**config.mk**
```make
export PLATFORM = sky130hd
export DESIGN_NAME = vram_arbiter
export DESIGN_NICKNAME = d
export VERILOG_FILES = /design/src/rtl/vram_arbiter.sv
export SDC_FILE = /design/constraint.sdc
export NUM_CORES = 1
export LEC_CHECK = 0
export ABC_AREA = 0
export ABC_CLOCK_PERIOD_IN_PS = 2500
export CAP_MARGIN = 10
export CORE_ASPECT_RATIO = 1.4
export CORE_UTILIZATION = 40
export CTS_BUF_LIST = sky130_fd_sc_hd__clkbuf_4 sky130_fd_sc_hd__clkbuf_8 sky130_fd_sc_hd__clkbuf_16
export DETAILED_ROUTE_END_ITERATION = 12
export GPL_TIMING_DRIVEN = 0
export PLACE_DENSITY = 0.8
export SYNTH_ARGS = -nofsm -noshare
export SYNTH_HDL_FRONTEND = slang
export SYNTH_SLANG_ARGS = --single-unit
```
**constraint.sdc**
```tcl
create_clock -name clk -period 2.5 [get_ports clk]
set_input_delay 0.5 -clock clk [delete_from_list [all_inputs] [get_ports clk]]
set_output_delay 0.5 -clock clk [all_outputs]
set_load 0.05 [all_outputs]
```
**src/rtl/vram_arbiter.sv**
```systemverilog
// vram_arbiter: two-requester SDRAM FIFO arbiter with a per-transaction wait timeout.
// Define VRAM_ARB_ROUND_ROBIN_EN for round-robin arbitration; fixed priority to requester 0 otherwise.
module vram_arbiter #(
  parameter int ADDR_W  = 16,
  parameter int DATA_W  = 16,
  parameter int TIMEOUT = 255
) (
  input  logic                clk,
  input  logic                reset,
  input  logic [1:0]          req,
  input  logic [1:0]          we,
  input  logic [2*ADDR_W-1:0] addr,
  input  logic [2*DATA_W-1:0] wdata,
  output logic [1:0]          gnt,
  output logic [1:0]          done,
  output logic [DATA_W-1:0]   rdata,
  output logic                err,
  output logic                busy,
  output logic                write,
  output logic                read,
  output logic [ADDR_W-1:0]   writeaddr,
  output logic [ADDR_W-1:0]   readaddr,
  output logic [DATA_W-1:0]   writedata,
  input  logic                wr_full,
  input  logic                rd_empty,
  input  logic [DATA_W-1:0]   readdata
);
  localparam logic [2:0] IDLE = 3'd0, WR_ISSUE = 3'd1, WR_WAIT = 3'd2, RD_ISSUE = 3'd3, RD_WAIT = 3'd4;
  localparam logic [7:0] LAST = 8'(TIMEOUT - 1);
  logic [2:0]        r_state;
  logic              r_win;
  logic [ADDR_W-1:0] r_addr;
  logic [DATA_W-1:0] r_wdata;
  logic [7:0]        r_cnt;
  logic [1:0]        r_done;
  logic              r_err;
  logic [DATA_W-1:0] r_rdata;
  logic              w_win;
  logic              w_ready;
`ifdef VRAM_ARB_ROUND_ROBIN_EN
  logic r_last;
  assign w_win = (req == 2'b11) ? ~r_last : req[1];
  always_ff @(posedge clk or posedge reset)
    if (reset) r_last <= 1'b1;
    else if (r_state == IDLE && |req) r_last <= w_win;
`else
  assign w_win = ~req[0];
`endif
  assign w_ready = (r_state == WR_WAIT) ? ~wr_full : ~rd_empty;
  always_ff @(posedge clk or posedge reset)
    if (reset) begin
      r_state <= IDLE;
      r_win   <= 1'b0;
      r_addr  <= '0;
      r_wdata <= '0;
      r_cnt   <= '0;
      r_done  <= '0;
      r_err   <= 1'b0;
      r_rdata <= '0;
    end else begin
      r_done  <= '0;
      r_err   <= 1'b0;
      r_rdata <= '0;
      case (r_state)
        IDLE: if (|req) begin
          r_win   <= w_win;
          r_addr  <= w_win ? addr[ADDR_W +: ADDR_W] : addr[0 +: ADDR_W];
          r_wdata <= w_win ? wdata[DATA_W +: DATA_W] : wdata[0 +: DATA_W];
          r_state <= we[w_win] ? WR_ISSUE : RD_ISSUE;
        end
        WR_ISSUE, RD_ISSUE: begin
          r_cnt   <= '0;
          r_state <= (r_state == WR_ISSUE) ? WR_WAIT : RD_WAIT;
        end
        WR_WAIT, RD_WAIT:
          // a FIFO ready in the final counted cycle still completes normally
          if (w_ready || r_cnt == LAST) begin
            r_state       <= IDLE;
            r_done[r_win] <= 1'b1;
            r_err         <= ~w_ready;
            r_rdata       <= (r_state == RD_WAIT && w_ready) ? readdata : '0;
          end else r_cnt <= r_cnt + 8'd1;
        default: r_state <= IDLE;
      endcase
    end
  assign busy      = r_state != IDLE;
  assign write     = r_state == WR_ISSUE;
  assign read      = r_state == RD_ISSUE;
  assign gnt       = (write || read) ? (r_win ? 2'b10 : 2'b01) : 2'b00;
  assign writeaddr = write ? r_addr : '0;
  assign writedata = write ? r_wdata : '0;
  assign readaddr  = read ? r_addr : '0;
  assign done      = r_done;
  assign err       = r_err;
  assign rdata     = r_rdata;
endmodule

```
==> flow_metrics.env <==
export IMPL_grt_pass1_vias=2990
export IMPL_cts_tree="yes"
export IMPL_powerDensity_nw_per_um2=1160
export IMPL_power_share_clock_pct=18.2
export IMPL_ys_seq_area_share_pct=49.8
export IMPL_maxCapViolations=0
export IMPL_r2r_start="r_state[1]"
export IMPL_cts_sink_count=63
export IMPL_reg2reg_depth=6
export IMPL_finalSetupViolCount=0
export IMPL_swShare_pct=46.7
export IMPL_nets=587
export IMPL_syn_inst=325
export IMPL_finalCriticalPeriod_ns=2.41
export IMPL_clkTransAtPathRegs_ns=0.07
export IMPL_grt_max_degree=41
export IMPL_startpoint_type="flip-flop"
export IMPL_min_path_type="reg -> reg"
export IMPL_holdWs_ns=0.499
export IMPL_syn_nets=415
export IMPL_overflow=0
export IMPL_insertion_delay_ns=0.34
export IMPL_rows=38
export IMPL_yosys_warnings=0
export IMPL_p_int_mw=3.15
export IMPL_rsz0062_at_grt="false"
export IMPL_finClkSkew_ns=0.00789
export IMPL_grt_use_total_pct=22.3
export IMPL_core_um2=7700
export IMPL_synth_seq_cells=63
export IMPL_fin_area_um2=5070
export IMPL_cts_buffer_depth=2
export IMPL_r2r_end="r_cnt[0]"
export IMPL_worstMarginPinSlew_ns=0.741
export IMPL_final_cell_mix="clkdlybuf4s50_1 (106), dfrtp_1 (63), nor2_1 (51)"
export IMPL_pre_cts_ws_ns=-0.551
export IMPL_r2r_setup_slack_ns=0.84
export IMPL_cts_buffers=9
export IMPL_wl_per_cell_um=14.9
export IMPL_routed_wl_um=8950
export IMPL_routed_via_density=4.95
export IMPL_setup_tns_ns=0
export IMPL_final_common_cell="clkdlybuf4s50_1"
export IMPL_antenna_found_initial=0
export IMPL_syn2layout_area_growth_pct=60.4
export IMPL_finalMaxSlewViolations=0
export IMPL_drive_gt1_share_pct=19.7
export IMPL_avgSynthCellArea_um2=9.73
export IMPL_slowest_delay_ns=0.72
export IMPL_start_util_pct=41.1
export IMPL_final_period_utilization_pct=96.5
export IMPL_die_height_um=107
export IMPL_ant_nets=0
export IMPL_insertedDiodeCount=0
export IMPL_fin_cells=602
export IMPL_ctsRootBufferMaster="clkbuf_8"
export IMPL_dieArea_um2=8270
export IMPL_vias=2978
export IMPL_grt_pass1_wl_um=14200
export IMPL_p_comb_share_pct=55.5
export IMPL_syn_area_um2=3160
export IMPL_place_hpwl_um=6660
export IMPL_setup_ws_ns=0.0867
export IMPL_first_pass_iters=5
export IMPL_critPathCaptureType="output port"
export IMPL_ir_drop_uv=693
export IMPL_drc=0
export IMPL_drt_iter0_drc=79
export IMPL_postPlaceCellArea_um2=4890
export IMPL_cp_data_required_time_ns=2.00
export IMPL_io_pins=160
export IMPL_fill_cells=650
export IMPL_cp_endpoint="busy"
export IMPL_cts_htree_levels=3
export IMPL_crit_start="r_state[1]"
export IMPL_power_mw=5.91
export IMPL_gp_congestion=0.753
export IMPL_outcome="complete, no violations"
export IMPL_dieWidth_um=77.2
export IMPL_fmax_mhz=414
export IMPL_maxSlewHeadroom_pct=50.6
export IMPL_final_hold_violation_count=0
export IMPL_crit_fanout=9
export IMPL_ys_types=35
export IMPL_crit_type="reg -> out"
export IMPL_p_seq_share_pct=26.2
export IMPL_dp_cells=584
export IMPL_p_switching_mw=2.76
export IMPL_cp_data_arrival_time_ns=1.91
export IMPL_final_util_pct=65.9
export IMPL_p_leak_nw=2.38
export IMPL_slowest_stage="clkdlybuf4s50_1"
export IMPL_io_buffers=158
export IMPL_crit_path_cell_trace="buf_2, nor3_2, inv_2, clkdlybuf4s50_1"
[logic make-up (layout without fill, tap and decap cells)]
group	Yosys count	in the layout	synth area share (%)
and+or+nand+nor	140	140	23.3
DFF	63	63	49.8
AOI/OAI and AO/OA	56	56	10.1
muxes	36	36	11.5
buffers and inverters	28	205	4.47
adders and majority gates	2	2	0.791
[cells in the mapped netlist (all sizes together)]
library cell,number,area (µm²)
a31o,1,17.5
nor2,52,195
dfrtp,63,1580
a21o,3,22.5
a211o,1,8.76
nor3,2,15.0
inv,6,22.5
a21oi,38,194
o21ai,8,40.0
buf,15,92.6
a31oi,1,6.26
o22ai,1,6.26
mux2i,34,340
nor4,1,12.5
ha,2,25.0
or2,1,6.26
nor2b,2,12.5
and2,50,315
mux2,2,22.5
a2111oi,1,8.76
nand4,1,6.26
nand2b,2,12.5
nand3,4,20.0
o31ai,2,15.0
nand2,8,30.0
clkbuf,7,26.3
and3,16,100
and4bb,1,12.5
[critical path, delay by kind of cell (launching register included)]
kind                   cells  cell delay [ns]
buffers and inverters      3             0.96
AND/OR/NAND/NOR            1             0.25
flip-flops                 1             0.37
[worst min-delay path by stage]
stage               slack, ns  endpoint  cells after the start  startpoint
finish                   0.50   done[0]                      1       r_win
CTS                      0.50   done[0]                      1       r_win
floorplan                0.44   done[0]                      1       r_win
detailed placement       0.49   done[0]                      1       r_win
global placement         0.47  r_cnt[7]                      1    r_cnt[7]
global route             0.52   done[0]                      1       r_win
[layer usage]
metal	routed length, µm	vias up	track usage [%]
met5	0	-	0
met4	275	0	11.7
met3	507	23	4.60
met2	4660	121	40.5
met1	3500	1402	24.1
li1	-	1432	-
[sequential cells by signal (all words and copies together), names as in the netlist]
| register | flops |
|---|---|
| rdata | 16 |
| r_cnt | 8 |
| done | 2 |
| r_win | 1 |
| r_wdata | 16 |
| r_addr | 16 |
| r_state | 3 |
| err | 1 |
[power by group through the flow]
stage	clock (mW)	combinational (mW)	sequential, mW
after global routing	1.15	3.49	1.60
final	1.08	3.28	1.55
after detailed placement	0	3.34	1.56
after global placement	0	3.28	1.55
after CTS	1.11	3.28	1.55
after floorplan	0	2.18	1.60
[cell type report]
cell class	count	area, µm²	share of cell area [%]
inverters	6	22.5	0.444
repair buffers	161	1510	29.8
multi-input cells	234	1460	28.8
plain buffers	22	131	2.59
clock buffers	9	124	2.44
well taps	100	125	2.47
flip-flops and latches	63	1580	31.1
clock inverters	7	120	2.37
[timing repair]
item	in CTS	in global routing
setup endpoints to repair	52	50
hold buffers	0	0
setup buffers	0	2
resized for setup	237	21
No activity file was read; power rests on OpenSTA's default activity.
